--- src/rtl/paddle_collider.sv ---
// Sequential ball/paddle collider: snapshots positions on a check strobe, scans one
// paddle per clock, and reports the first newly armed paddle hit plus the hit offset.
module paddle_collider #(
  parameter int                    NPADDLES   = 2,
  parameter int                    W          = 10,
  parameter int                    IDXW       = 3,
  parameter logic [NPADDLES*W-1:0] PX_LIST    = {10'd624, 10'd0},
  parameter int                    PW         = 16,
  parameter int                    PADDLESIZE = 64,
  parameter int                    BALLSIZE   = 8
) (
  input  logic                  clk,
  input  logic                  reset,
  input  logic                  check,
  input  logic [W-1:0]          bx,
  input  logic [W-1:0]          by,
  input  logic [NPADDLES*W-1:0] ptop,
  output logic                  busy,
  output logic                  done,
  output logic                  hit,
  output logic [IDXW-1:0]       hit_idx,
  output logic signed [W:0]     hit_off,
  output logic [NPADDLES-1:0]   overlap
);

  localparam logic [W:0]      HALF_E   = (W+1)'(BALLSIZE / 2);
  localparam logic [W:0]      PW_E     = (W+1)'(PW);
  localparam logic [W:0]      PSZM1_E  = (W+1)'(PADDLESIZE - 1);
  localparam logic [W:0]      PMID_E   = (W+1)'(PADDLESIZE / 2);
  localparam logic [IDXW-1:0] LAST_IDX = IDXW'(NPADDLES - 1);

  typedef enum logic [1:0] {
    S_IDLE = 2'd0,
    S_SCAN = 2'd1,
    S_DONE = 2'd2
  } state_t;

  state_t                state_q, state_d;
  logic [IDXW-1:0]       idx_q, idx_d;
  logic [NPADDLES-1:0]   arm_q, arm_d;
  logic [W-1:0]          bx_q, bx_d;
  logic [W-1:0]          by_q, by_d;
  logic [NPADDLES*W-1:0] ptop_q, ptop_d;
  logic                  cand_vld_q, cand_vld_d;
  logic [IDXW-1:0]       cand_idx_q, cand_idx_d;
  logic signed [W:0]     cand_off_q, cand_off_d;
  logic                  busy_q, busy_d;
  logic                  done_q, done_d;
  logic                  hit_q, hit_d;
  logic [IDXW-1:0]       hit_idx_q, hit_idx_d;
  logic signed [W:0]     hit_off_q, hit_off_d;
  logic [NPADDLES-1:0]   overlap_q, overlap_d;

  logic [W-1:0]          sel_px_s;
  logic [W-1:0]          sel_ptop_s;
  logic                  sel_arm_s;
  logic [W:0]            bx_e_s, by_e_s, px_e_s, pt_e_s, by_lo_s;
  logic                  ov_s;
  logic                  new_cand_s;
  logic signed [W:0]     off_s;

  // Pick the paddle currently under scan from the shadow registers.
  always_comb begin
    sel_px_s   = '0;
    sel_ptop_s = '0;
    sel_arm_s  = 1'b0;
    for (int p = 0; p < NPADDLES; p++) begin
      if (idx_q == IDXW'(p)) begin
        sel_px_s   = PX_LIST[p*W +: W];
        sel_ptop_s = ptop_q[p*W +: W];
        sel_arm_s  = arm_q[p];
      end else begin
        sel_arm_s  = sel_arm_s;
      end
    end
  end

  // Overlap test and face offset, all at W+1 bits so nothing wraps near the top edge.
  always_comb begin
    bx_e_s     = {1'b0, bx_q};
    by_e_s     = {1'b0, by_q};
    px_e_s     = {1'b0, sel_px_s};
    pt_e_s     = {1'b0, sel_ptop_s};
    by_lo_s    = (by_e_s < HALF_E) ? '0 : (by_e_s - HALF_E);
    ov_s       = (bx_e_s >= px_e_s) && (bx_e_s <= (px_e_s + PW_E)) &&
                 ((by_e_s + HALF_E) >= pt_e_s) && (by_lo_s <= (pt_e_s + PSZM1_E));
    off_s      = $signed(by_e_s - (pt_e_s + PMID_E));
    new_cand_s = ov_s && sel_arm_s && !cand_vld_q;
  end

  // Scan sequencer: next-state and registered-output values.
  always_comb begin
    state_d    = state_q;
    idx_d      = idx_q;
    arm_d      = arm_q;
    bx_d       = bx_q;
    by_d       = by_q;
    ptop_d     = ptop_q;
    cand_vld_d = cand_vld_q;
    cand_idx_d = cand_idx_q;
    cand_off_d = cand_off_q;
    busy_d     = busy_q;
    done_d     = 1'b0;
    hit_d      = 1'b0;
    hit_idx_d  = hit_idx_q;
    hit_off_d  = hit_off_q;
    overlap_d  = overlap_q;
    case (state_q)
      S_IDLE: begin
        if (check) begin
          bx_d       = bx;
          by_d       = by;
          ptop_d     = ptop;
          idx_d      = '0;
          cand_vld_d = 1'b0;
          busy_d     = 1'b1;
          state_d    = S_SCAN;
        end else begin
          state_d    = S_IDLE;
        end
      end
      S_SCAN: begin
        // A paddle disarms on overlap and re-arms on the first scan where it is clear.
        for (int p = 0; p < NPADDLES; p++) begin
          if (idx_q == IDXW'(p)) begin
            overlap_d[p] = ov_s;
            arm_d[p]     = !ov_s;
          end else begin
            overlap_d[p] = overlap_q[p];
          end
        end
        if (new_cand_s) begin
          cand_vld_d = 1'b1;
          cand_idx_d = idx_q;
          cand_off_d = off_s;
        end else begin
          cand_vld_d = cand_vld_q;
        end
        if (idx_q == LAST_IDX) begin
          state_d = S_DONE;
          done_d  = 1'b1;
          if (new_cand_s) begin
            hit_d     = 1'b1;
            hit_idx_d = idx_q;
            hit_off_d = off_s;
          end else if (cand_vld_q) begin
            hit_d     = 1'b1;
            hit_idx_d = cand_idx_q;
            hit_off_d = cand_off_q;
          end else begin
            hit_d     = 1'b0;
          end
        end else begin
          idx_d = idx_q + IDXW'(1);
        end
      end
      S_DONE: begin
        busy_d  = 1'b0;
        state_d = S_IDLE;
      end
      default: begin
        busy_d  = 1'b0;
        state_d = S_IDLE;
      end
    endcase
  end

  // State and output registers; reset clears everything and re-arms every paddle.
  always_ff @(posedge clk or posedge reset) begin
    if (reset) begin
      state_q    <= S_IDLE;
      idx_q      <= '0;
      arm_q      <= '1;
      bx_q       <= '0;
      by_q       <= '0;
      ptop_q     <= '0;
      cand_vld_q <= 1'b0;
      cand_idx_q <= '0;
      cand_off_q <= '0;
      busy_q     <= 1'b0;
      done_q     <= 1'b0;
      hit_q      <= 1'b0;
      hit_idx_q  <= '0;
      hit_off_q  <= '0;
      overlap_q  <= '0;
    end else begin
      state_q    <= state_d;
      idx_q      <= idx_d;
      arm_q      <= arm_d;
      bx_q       <= bx_d;
      by_q       <= by_d;
      ptop_q     <= ptop_d;
      cand_vld_q <= cand_vld_d;
      cand_idx_q <= cand_idx_d;
      cand_off_q <= cand_off_d;
      busy_q     <= busy_d;
      done_q     <= done_d;
      hit_q      <= hit_d;
      hit_idx_q  <= hit_idx_d;
      hit_off_q  <= hit_off_d;
      overlap_q  <= overlap_d;
    end
  end

  assign busy    = busy_q;
  assign done    = done_q;
  assign hit     = hit_q;
  assign hit_idx = hit_idx_q;
  assign hit_off = hit_off_q;
  assign overlap = overlap_q;

endmodule

--- config.mk ---
export PLATFORM = sky130hd
export DESIGN_NAME = paddle_collider
export DESIGN_NICKNAME = d
export VERILOG_FILES = /design/src/rtl/paddle_collider.sv
export SDC_FILE = /design/constraint.sdc
export NUM_CORES = 1
export LEC_CHECK = 0
export BUFFER_PORTS_ARGS = -buffer_cell sky130_fd_sc_hd__buf_2
export CAP_MARGIN = 20
export CORE_ASPECT_RATIO = 0.6
export CORE_UTILIZATION = 35
export DETAILED_ROUTE_END_ITERATION = 7
export SETUP_SLACK_MARGIN = 0.15
export SLEW_MARGIN = 10
export SYNTH_ARGS = -nofsm -noshare
export SYNTH_HDL_FRONTEND = slang
export SYNTH_SLANG_ARGS = --single-unit
--- constraint.sdc ---
create_clock -name clk -period 5.14 [get_ports clk]
set_input_delay 0 -clock clk [delete_from_list [all_inputs] [get_ports clk]]
set_output_delay 0 -clock clk [all_outputs]
set_load 0.1 [all_outputs]
# Word level (Yosys, flattened, before mapping)

Index checks and enable logic that the tools add are counted.
Widths: inputs -> output; s select.

Flip-flop bits (word level): 81
Bits in read-only memories: 0
Memories kept: 0
RAM bits: 0
Latch bits: 0

Bitwise operators: 1
Equality and inequality tests: 6
Mux-type cells: 27
$mul: 0
Shift operators: 0
Divide/modulo/power cells: 0
$lt $le $gt $ge: 5
Reductions and logical operators: 19
$add $sub $neg: 7

Operators by type and width:

| kind                  | count |
|---|---|
| $mux 11               | 3 |
| $mux 10               | 3 |
| $add 10x6->11 const B | 2 |
| $mux 1                | 12 |
| $mux 3                | 4 |
| $add 10x3->11 const B | 1 |
| $add 10x5->11 const B | 1 |
| $ge 11x10->1          | 1 |
| $le 10x11->1          | 1 |
| $le 11x11->1          | 1 |
| $sub 10x11->11        | 1 |
| $sub 10x3->11 const B | 1 |
| $ge 10x10->1          | 1 |
| $lt 10x3->1 const B   | 1 |
| $reduce_and 2->1      | 5 |
| $reduce_and 3->1      | 3 |
| $ne 2x2->1 const B    | 4 |
| $pmux 3 s2            | 1 |
| $logic_and 1x1->1     | 5 |
| $pmux 1 s2            | 2 |
| $pmux 2 s2            | 1 |
| $reduce_bool 2->1     | 2 |
| $add 3x1->3 const B   | 1 |
| $eq 3x1->1 const B    | 1 |
| 6 further kinds       | 7 |

# Logic depth before layout (Yosys ltp)

Gate-level depths: netlist (run 1).

Word-level depth: 12
Gate-level depth with buffers: 22
Mapped depth without buffers: 19

# Worst setup path before layout (run 1)

OpenSTA, ideal clock, no wires.

Path kind: register -> register
Start point: register idx_q[0]
End point: register hit_idx_q[0], in the netlist hit_idx[0]
Setup slack: 0.770 ns
Data arrival time: 4.243 ns
Path buffers: 3
Stages on the path, launching flop included: 23
Clock period less this slack: 4.370 ns
Setup time: 0.126 ns
Cell sequence: dfrtp_1 -> inv_1 -> ha_1 -> buf_1 -> nand3b_1 -> a21oi_1 -> inv_1 -> ha_1 -> nand3_1 -> nor3_1 -> or3_1 -> or3_1 -> ha_1 -> nand2_1 -> nor2_1 -> and3_1 -> o211ai_1 -> a211oi_4 -> a21oi_1 -> nor2b_1 -> buf_6 -> buf_6 -> mux2_4

Cells in the longest elaborated chain, start to end: 11
Elaborated cells between the ends (all ways): 21
Classes of those cells: add/sub (2); order compare (4); eq/ne (1); mux (6); reduce/logical (8)

RTL lines:

| what                            | RTL line | RTL |
|---|---|---|
| start: declaration              | 39       | `logic [IDXW-1:0] idx_q, idx_d;` |
| start signal: assignment        | 188      | `idx_q <= idx_d;` |
| $eq 3x1->1                      | 68, 139  |  |
| $mux 10                         | 68       | `if (idx_q == IDXW'(p)) begin` |
| $add 10x5->11                   | 85       | `ov_s = (bx_e_s >= px_e_s) && (bx_e_s <= (px_e_s + PW_E)) &&` |
| $le 10x11->1                    | 85       |  |
| $logic_and 1x1->1 (2 in series) | 85       |  |
| $logic_and 1x1->1               | 86       | `((by_e_s + HALF_E) >= pt_e_s) && (by_lo_s <= (pt_e_s + PSZM1_E));` |
| $logic_and 1x1->1 (2 in series) | 88       | `new_cand_s = ov_s && sel_arm_s && !cand_vld_q;` |
| $reduce_bool 2->1 (no line)     | --       |  |
| $reduce_and 3->1 (no line)      | --       |  |
| end signal: assignment          | 199      | `hit_idx_q <= hit_idx_d;` |
| end: declaration                | 50       | `logic [IDXW-1:0] hit_idx_q, hit_idx_d;` |

Parallel ways exist; a longest one is shown, timed or not.
A chain may end at the register's enable or synchronous reset.

# Worst setup path in the final report (run 1)

Start point: register idx_q[0]
End point: register hit_off_q[1], in the netlist hit_off[1]

Cells in the longest elaborated chain, start to end: 11
Elaborated cells between the ends (all ways): 23
Classes of those cells: add/sub (4); order compare (4); eq/ne (1); mux (6); reduce/logical (8)

RTL lines:

| what                            | RTL line | RTL |
|---|---|---|
| $eq 3x1->1                      | 68, 139  |  |
| $mux 10                         | 68       |  |
| $add 10x5->11                   | 85       |  |
| $le 10x11->1                    | 85       |  |
| $logic_and 1x1->1 (2 in series) | 85       |  |
| $logic_and 1x1->1               | 86       |  |
| $logic_and 1x1->1 (2 in series) | 88       |  |
| $reduce_bool 2->1 (no line)     | --       |  |
| $reduce_and 3->1 (no line)      | --       |  |
| end signal: assignment          | 200      | `hit_off_q <= hit_off_d;` |
| end: declaration                | 51       | `logic signed [W:0] hit_off_q, hit_off_d;` |

Parallel ways exist; a longest one is shown, timed or not.

==> flow_summary_export.csv, run 1 <==
group,metric,value,unit
synthesis,synth_nets,586,
setup_path,slowest_delay,0.48,ns
floorplan,num_rows,33,
synthesis,ys_async_sr_fraction,100,%
setup_path,path_max_fanout,13,
setup_path,critPathBufInv,3,
run,maxCapViolations,0,
sta,min_period,4.76,ns
synthesis,synth_ff_type,"dfrtp_1",
synthesis,synth_top_area_share,38.6,%
route,wl_met3,670,microns
clocking,htreeDepth,3,
global_routing,grt_use_total,18.1,%
global_routing,antenna_found_initial,0,
sta,fmax,210,MHz
synthesis,synthesis.instances,493,
sta,fin_ws,0.379,ns
sta,setup_viol,0,
setup_path,worstPathArrival,4.99,ns
sta,finalCritPeriodShare,92.6,%
final_layout,drive_above_1_share,28.1,%
floorplan,start_util,36.7,%
setup_path,cp_data_required_time,5.37,ns
floorplan,die_area,15200,sq um
clocking,cts_sinks,81,
clocking,clock-root-buffer,"clkbuf_16",
floorplan,core_region_area,14000,sq um
route,drcViolationCount,0,
setup_path,crit_end,"hit_off[1]",
clocking,path_clk_slew,0.07,ns
synthesis,avgSynthCellArea,10.4,sq um
clocking,clock_path_buffers,2,
setup_path,startpoint,"idx_q[0]",
sta,max_slew_margin,44.7,%
final_layout,antenna_cells,0,
global_routing,grt_pass1_wl,20500,microns
clocking,cts_made_buffers,9,
route,dr.first_iter.drc_count,208,
setup_path,r2r_setup_slack,0.38,ns
placed_design,hpwl,9300,microns
global_routing,grt_overflow,0,
floorplan,die_w,158,microns
clocking,insertion_delay,0.34,ns
route,postRouteAntennaNets,0,
route,dr.pass1.iters,4,
setup_path,reg2reg_from,"idx_q[0]",
route,vias_per_cell,4.96,
sta,worst_pin_slew,0.823,ns
setup_path,reg2reg_to,"hit_off[1]",
floorplan,boundaryPins,62,
setup_path,critical_path_class,"reg2reg",
route,wirelength,12800,microns
route,wl_met2,5320,microns
route,wl_met1,6700,microns
route,routedWlPerCell,16.0,microns
setup_path,worstSetupStartpointType,"flop",
sta,rsz0062_at_grt,"false",
final_layout,n_fill_cell,1357,
clocking,cts_tree,"yes",
sta,fin_setup_tns,0,ns
synthesis,ys_seq_elements,81,
setup_path,critPathTopFamily,"simple AND/OR/NAND/NOR gates",
global_routing,grt_max_degree,82,
route,vias,3965,
synthesis,synth_top_cell_by_area,"dfrtp_1",
placed_design,routabilityCongestion,0.928,
setup_path,worstSetupEndpointType,"flop",
global_routing,first_global_vias,3934,
placed_design,pre_cts_ws,0.268,ns
synthesis,synth_area,5130,sq um
floorplan,die_height,95.7,microns
final_layout,area_growth_syn_to_layout,26.7,%
sta,fin_hold_ws,0.304,ns
synthesis,yosysSeqAreaShare,39.6,%
worst_hold_path,hold_path.class,"in2async",
synthesis,synth.area.top_cells,"dfrtp_1, ha_1, mux2_2",
final_layout,nNetsFinal,696,
synthesis,ys_types,53,
route,topRoutingLayerUsed,"met4",
setup_path,crit_chain,"inv_1, ha_4, nand3b_1, a21oi_1, inv_1, ha_1, nand3_1, nor3_1, or3_1, or3_1, ha_1, nand2_1, nor2_1, and3_1, o211ai_1, a211oi_4, buf_4, nand3_4, mux2_4, mux2_4",
sta,slew_violations,0,
placed_design,port_buffers,61,
setup_path,cp.depth,20,
final_layout,regArea,2030,sq um
synthesis,ys_warn_count,0,
setup_path,cp_slowest_cell,"dfrtp_1",
sta,clock_skew,0.00766,ns
final_layout,multi_input_area,2880,sq um
sta,hold_violations,0,
setup_path,r2r_cells,20,
outcome,status,"complete, no violations",
synthesis,synth_edf_count,0,
==> worst min path at each step <==
stage,cells after the start,start,endpoint
after floorplan,2,bx[4],bx_q[4]
after global placement,3,by[5],by_q[5]
after detailed placement,3,bx[7],bx_q[7]
after CTS,3,reset,hit_off[8]
after global routing,4,reset,hit_off[8]
final,4,reset,hit_off[8]
==> worst min-delay path: cells and delay by family <==
kind                   cells  cell delay [ns]
buffers and inverters      4             1.09
==> cell usage after synthesis, types with 7 or more instances <==
cell type and instances:
a21oi_1 25, clkbuf_1 7, dfrtp_1 79, ha_1 48, inv_1 46, mux2_2 49, mux2_4 16, nand2_1 37
nand3_1 12, nand3b_1 9, nor2_1 27, nor2b_1 8, nor3_1 11, o21ai_0 25, xnor2_1 19
==> logic make-up after synthesis <==
kind of cell | after synthesis | synth area share [%]
simple gates | 123 | 12.2
xor+xnor | 24 | 4.10
fa+ha+maj | 51 | 12.7
flops | 81 | 39.6
compound gates | 83 | 10.2
buf+inv | 64 | 5.32
mux | 67 | 15.8
==> final cells by class <==
type / count / share of cell area [%]
clock buffer: 9 / 3.47
sequential: 81 / 31.3
multi-input combinational: 349 / 44.3
tap: 192 / 3.70
inverter: 46 / 2.68
clock inverter: 7 / 1.64
timing repair buffer: 116 / 12.9
==> what timing repair did <==
action                                  in CTS  in global routing
endpoints found under the setup margin       0                 29
gates resized for setup                      0                  8
setup buffers                                0                  4
endpoints found under the hold margin       41                 37
hold buffers                                41                  1
==> state kept, by name, summed over array words and instances (netlist names), 3 cells and up <==
| name | count |
|---|---|
| ptop_q | 20 |
| cand_off_q | 11 |
| hit_off | 11 |
| bx_q | 10 |
| by_q | 10 |
| cand_idx_q | 3 |
| hit_idx | 3 |
| idx_q | 3 |
==> metrics by stage <==
step / utilization, % / area (sq um) / std cells
2_1_floorplan: - / 5130 / 493
3_3_place_gp: 40.4 / 5640 / 736
3_5_place_dp: 40.4 / 5640 / 736
4_1_cts: 45.7 / 6380 / 793
5_1_grt: 46.5 / 6500 / 800
6_report: 46.5 / 6500 / 800
==> per-layer routing <==
layer / global-route usage, % / vias to the layer above
met5: 0 / -
met4: 3.13 / 0
met3: 4.95 / 6
met2: 26.5 / 102
met1: 26.6 / 1918
li1: - / 1939
==> placed cells by master (no fill, tap or decap), types with 3 or more instances in the layout <==
| cell | Yosys | final |
|---|---|---|
| ha_1 | 48 | 46 |
| xnor2_1 | 19 | 19 |
| o21bai_1 | 3 | 3 |
| mux2_4 | 16 | 16 |
| inv_1 | 46 | 45 |
| nor3_1 | 11 | 11 |
| xor2_1 | 5 | 5 |
| dfrtp_1 | 79 | 78 |
| inv_6 | 0 | 3 |
| o21a_1 | 5 | 5 |
| nand3b_1 | 9 | 9 |
| a21o_1 | 5 | 5 |
| mux2_2 | 49 | 49 |
| nand4_1 | 4 | 4 |
| nand2_1 | 37 | 37 |
| o22ai_1 | 3 | 3 |
| buf_2 | 5 | 61 |
| nor2_1 | 27 | 27 |
| clkbuf_16 | 0 | 9 |
| o21ai_0 | 25 | 25 |
| nor2b_1 | 8 | 8 |
| a21oi_1 | 25 | 25 |
| dlygate4sd3_1 | 0 | 42 |
| nand3_1 | 12 | 12 |
| buf_4 | 1 | 11 |
| o211ai_1 | 4 | 4 |
Power of run 1 is not shown: default switching activity piles up to over one toggle a cycle in this logic, so the estimate is an artifact.
==> inputs of run 2 (changes only) <==
Settings changed: CORE_MARGIN set to 4.
==> flow_summary_export.csv, run 2 (synthesis gave the netlist of run 1 again) <==
group,metric,value,unit
outcome,status,"complete, no violations",
sta,slew_violations,0,
sta,setup_viol,0,
global_routing,grt_overflow,0,
route,postRouteAntennaNets,0,
route,vias,3961,
global_routing,first_global_vias,3923,
global_routing,grt_pass1_wl,20300,microns
setup_path,worstSetupStartpointType,"flop",
final_layout,area_growth_syn_to_layout,25.8,%
final_layout,largest_reg_flops,20,
final_layout,nNetsFinal,693,
sta,worst_pin_slew,0.840,ns
clocking,clock-root-buffer,"clkbuf_16",
clocking,cts_tree,"yes",
clocking,htreeDepth,3,
worst_hold_path,hold_path.class,"in2async",
sta,finalCritPeriodShare,90.6,%
clocking,insertion_delay,0.35,ns
sta,hold_violations,0,
global_routing,antenna_found_initial,0,
final_layout,final_common_cell,"dfrtp_1",
global_routing,grt_use_total,15.8,%
floorplan,die_w,164,microns
clocking,cts_sinks,81,
route,wirelength,12500,microns
setup_path,startpoint,"idx_q[0]",
setup_path,worstPathArrival,4.89,ns
route,routedWlPerCell,15.7,microns
sta,rsz0062_at_grt,"false",
floorplan,start_util,36.6,%
sta,max_slew_margin,43.6,%
placed_design,port_buffers,61,
sta,fin_hold_ws,0.209,ns
final_layout,layout_common_cells,"dfrtp_1, buf_2, mux2_2",
floorplan,die_height,102,microns
setup_path,reg2reg_from,"idx_q[0]",
floorplan,core_region_area,14000,sq um
final_layout,drive_above_1_share,27.6,%
setup_path,worstSetupEndpointType,"flop",
setup_path,critical_path_class,"reg2reg",
final_layout,antenna_cells,0,
route,drcViolationCount,0,
setup_path,path_max_fanout,13,
sta,fin_setup_tns,0,ns
sta,clock_skew,0.00689,ns
setup_path,cp_data_required_time,5.37,ns
sta,min_period,4.66,ns
final_layout,final_util,46.1,%
run,maxCapViolations,0,
route,dr.pass1.iters,4,
floorplan,boundaryPins,62,
floorplan,die_area,16700,sq um
clocking,clock_path_buffers,2,
placed_design,routabilityCongestion,0.856,
clocking,path_clk_slew,0.07,ns
sta,fmax,215,MHz
floorplan,num_rows,33,
route,vias_per_cell,4.97,
route,dr.first_iter.drc_count,231,
clocking,cts_made_buffers,9,
global_routing,grt_max_degree,82,
final_layout,regMostFlops,"ptop_q",
placed_design,hpwl,9410,microns
-- run 2: changes by cell type in the layout (fill, tap and decap cells not counted) --
cell,delta
buf_12,-1
buf_16,+1
buf_4,-2
bufinv_16,-1
clkinv_4,-1
clkinvlp_4,+1
dfrtp_1,+1
dfrtp_2,-1
inv_6,+1
nand3_4,-1
-- run 2: path summary, 6_finish.rpt --
kind | endpoint | slack, ns | cells past startpoint
max reg2reg | hit_off[7] | 0.48 | 20
max | hit_off[7] | 0.48 | 20
min in group clk | by_q[9] | 0.39 | 4
max in group asynchronous | arm_q[0] | 4.30 | 5
min reg2reg | arm_q[0] | 0.48 | 2
min | hit_off[8] | 0.21 | 4
-- run 2: timing repair --
item                                   4_1_cts  5_1_grt
gates resized for setup                      0        6
endpoints found under the hold margin       41       18
buffers inserted                             0        2
setup endpoints to repair                    0       29
hold buffers                                41        1
-- run 2: area by class of cell --
class	count	area [sq um]
inverter	46	174
timing repair buffer	114	832
sequential	81	2030
clock buffer	9	225
fill	1278	7550
tap	192	240
clock inverter	7	83.8
multi-input combinational	348	2860
-- run 2: per-layer routing --
layer  track usage [%]  wire (microns)
met4              3.93             100
met2              22.9            5060
met1              23.6            6630
met3              3.62             686
met5                 0               0
-- run 2: critical path, stage by stage, from the launching register on --
cell and delay [ns]:
dfrtp_1 0.48, inv_1 0.15, ha_4 0.24, nand3b_1 0.10, a21oi_1 0.21, inv_1 0.10, ha_1 0.23, nand3_1 0.12
nor3_1 0.07, or3_1 0.36, or3_1 0.33, ha_1 0.30, nand2_1 0.05, nor2_1 0.18, and3_1 0.21, o211ai_1 0.15
a211oi_4 0.22, buf_4 0.19, nand3_4 0.22, mux2_4 0.37, mux2_4 0.25
-- run 2: per-stage QoR --
step | area, sq um | instances | worst slack (ns)
after floorplan | 5130 | 493 | 0.770
after global placement | 5640 | 736 | 0.505
after detailed placement | 5640 | 736 | 0.266
after CTS | 6360 | 793 | 0.246
after global routing | 6450 | 797 | 0.115
final | 6450 | 797 | 0.485
Power of run 2 is left out for the same reason.
==> inputs of run 3 (changes only) <==
Settings changed: PLACE_DENSITY_LB_ADDON set to 0.08.
==> flow_summary_export.csv, run 3 (synthesis gave the netlist of run 1 again) <==
group,metric,value,unit
global_routing,met2_usage,22.4,%
route,postRouteAntennaNets,0,
floorplan,die_height,102,microns
final_layout,final_common_cell,"dfrtp_1",
setup_path,r2r_setup_slack,0.50,ns
route,dr.first_iter.drc_count,194,
sta,max_slew_margin,52.2,%
floorplan,boundaryPins,62,
sta,finalCritPeriodShare,90.2,%
setup_path,cp_data_required_time,5.36,ns
global_routing,grt_overflow,0,
placed_design,routabilityCongestion,0.897,
floorplan,die_w,164,microns
final_layout,regMostFlops,"ptop_q",
setup_path,worstSetupEndpointType,"flop",
setup_path,crit_end,"hit_off[6]",
global_routing,grt_use_total,15.8,%
sta,setup_viol,0,
route,vias_per_cell,4.90,
clocking,clock-root-buffer,"clkbuf_16",
setup_path,r2r_cells,21,
sta,fmax,216,MHz
final_layout,drive_above_1_share,27.5,%
global_routing,first_global_vias,3907,
clocking,cts_tree,"yes",
route,wirelength,12400,microns
setup_path,worstSetupStartpointType,"flop",
worst_hold_path,hold_path.class,"in2async",
final_layout,layout_common_cells,"dfrtp_1, buf_2, mux2_2",
final_layout,largest_reg_flops,20,
global_routing,antenna_found_initial,0,
global_routing,top_usage_layer,"met1",
sta,slew_violations,0,
setup_path,startpoint,"idx_q[1]",
clocking,path_clk_slew,0.07,ns
route,dr.pass1.iters,5,
placed_design,hpwl,9390,microns
global_routing,grt_pass1_wl,20700,microns
clocking,cts_made_buffers,9,
clocking,clock_path_buffers,2,
setup_path,worstPathArrival,4.86,ns
floorplan,core_region_area,14000,sq um
final_layout,antenna_cells,0,
setup_path,path_max_fanout,15,
clocking,cts_sinks,81,
floorplan,num_rows,33,
route,drcViolationCount,0,
sta,hold_violations,0,
sta,worst_pin_slew,0.712,ns
setup_path,reg2reg_from,"idx_q[1]",
outcome,status,"complete, no violations",
placed_design,post_dp_cell_area,5630,sq um
route,vias,3893,
placed_design,port_buffers,61,
clocking,htreeDepth,3,
sta,min_period,4.64,ns
setup_path,critical_path_class,"reg2reg",
run,maxCapViolations,0,
sta,rsz0062_at_grt,"false",
clocking,insertion_delay,0.34,ns
sta,clock_skew,0.00836,ns
floorplan,start_util,36.6,%
global_routing,grt_max_degree,48,
floorplan,die_area,16700,sq um
global_routing,use_met3,3.70,%
final_layout,nNetsFinal,691,
setup_path,reg2reg_to,"hit_off[6]",
route,routedWlPerCell,15.6,microns
global_routing,globalRouteMet1Util,24.5,%
final_layout,area_growth_syn_to_layout,24.9,%
sta,fin_setup_tns,0,ns
final_layout,n_fill_cell,1314,
final_layout,post-route-cell-area,6400,sq um
-- run 3: final cells by class --
cell class | instances | area, sq um | share of cell area [%]
Clock buffer | 9 | 225 | 3.52
Sequential cell | 81 | 2030 | 31.7
Tap cell | 192 | 240 | 3.75
Multi-Input combinational cell | 349 | 2860 | 44.6
Clock inverter | 7 | 83.8 | 1.31
Timing Repair Buffer | 111 | 793 | 12.4
Inverter | 46 | 174 | 2.72
-- run 3: timing repair --
item	in CTS	in global routing
setup endpoints to repair	0	25
gates resized for setup	0	5
hold endpoints to repair	74	0
setup buffers	0	1
hold buffers	42	0
-- run 3: metrics by stage --
| stage | util [%] | setup slack [ns] | cells | hold slack, ns |
|---|---|---|---|---|
| floorplan | - | 0.770 | 493 | 0.117 |
| global placement | 40.2 | 0.526 | 735 | 0.118 |
| detailed placement | 40.2 | 0.393 | 735 | 0.116 |
| CTS | 45.5 | 0.356 | 793 | 0.301 |
| global route | 45.7 | 0.190 | 795 | 0.334 |
| finish | 45.7 | 0.504 | 795 | 0.275 |
-- run 3: worst min path at each step --
| stage | to | slack [ns] | startpoint | depth (start not counted) |
|---|---|---|---|---|
| 2_1_floorplan | bx_q[4] | 0.12 | bx[4] | 2 |
| 3_3_place_gp | hit | 0.12 | reset | 2 |
| 3_5_place_dp | hit | 0.12 | reset | 2 |
| 4_1_cts | hit | 0.30 | reset | 3 |
| 5_1_grt | hit | 0.33 | reset | 3 |
| 6_report | hit | 0.28 | reset | 3 |
-- run 3: worst max-delay path: stages (launching register included) --
cell	delay (ns)
dfrtp_1	0.43
inv_1	0.09
ha_2	0.24
nand3b_1	0.19
a21oi_2	0.19
inv_1	0.10
ha_1	0.23
nand3_1	0.12
nor3_1	0.08
or3_1	0.35
or3_1	0.32
ha_1	0.30
nand2_1	0.05
nor2_1	0.20
and3_1	0.21
o211ai_1	0.15
a211oi_4	0.23
buf_4	0.21
a21oi_1	0.10
nor2b_2	0.17
buf_8	0.20
mux2_2	0.36
-- run 3: layer usage --
layer / share of wire, % / wire length, microns / vias to the layer above
met4: 0.73 / 91 / 0
met1: 55 / 6870 / 1864
met2: 40 / 4910 / 95
met5: 0 / 0 / -
li1: - / - / 1925
met3: 4.5 / 558 / 9
Power of run 3 is left out for the same reason.
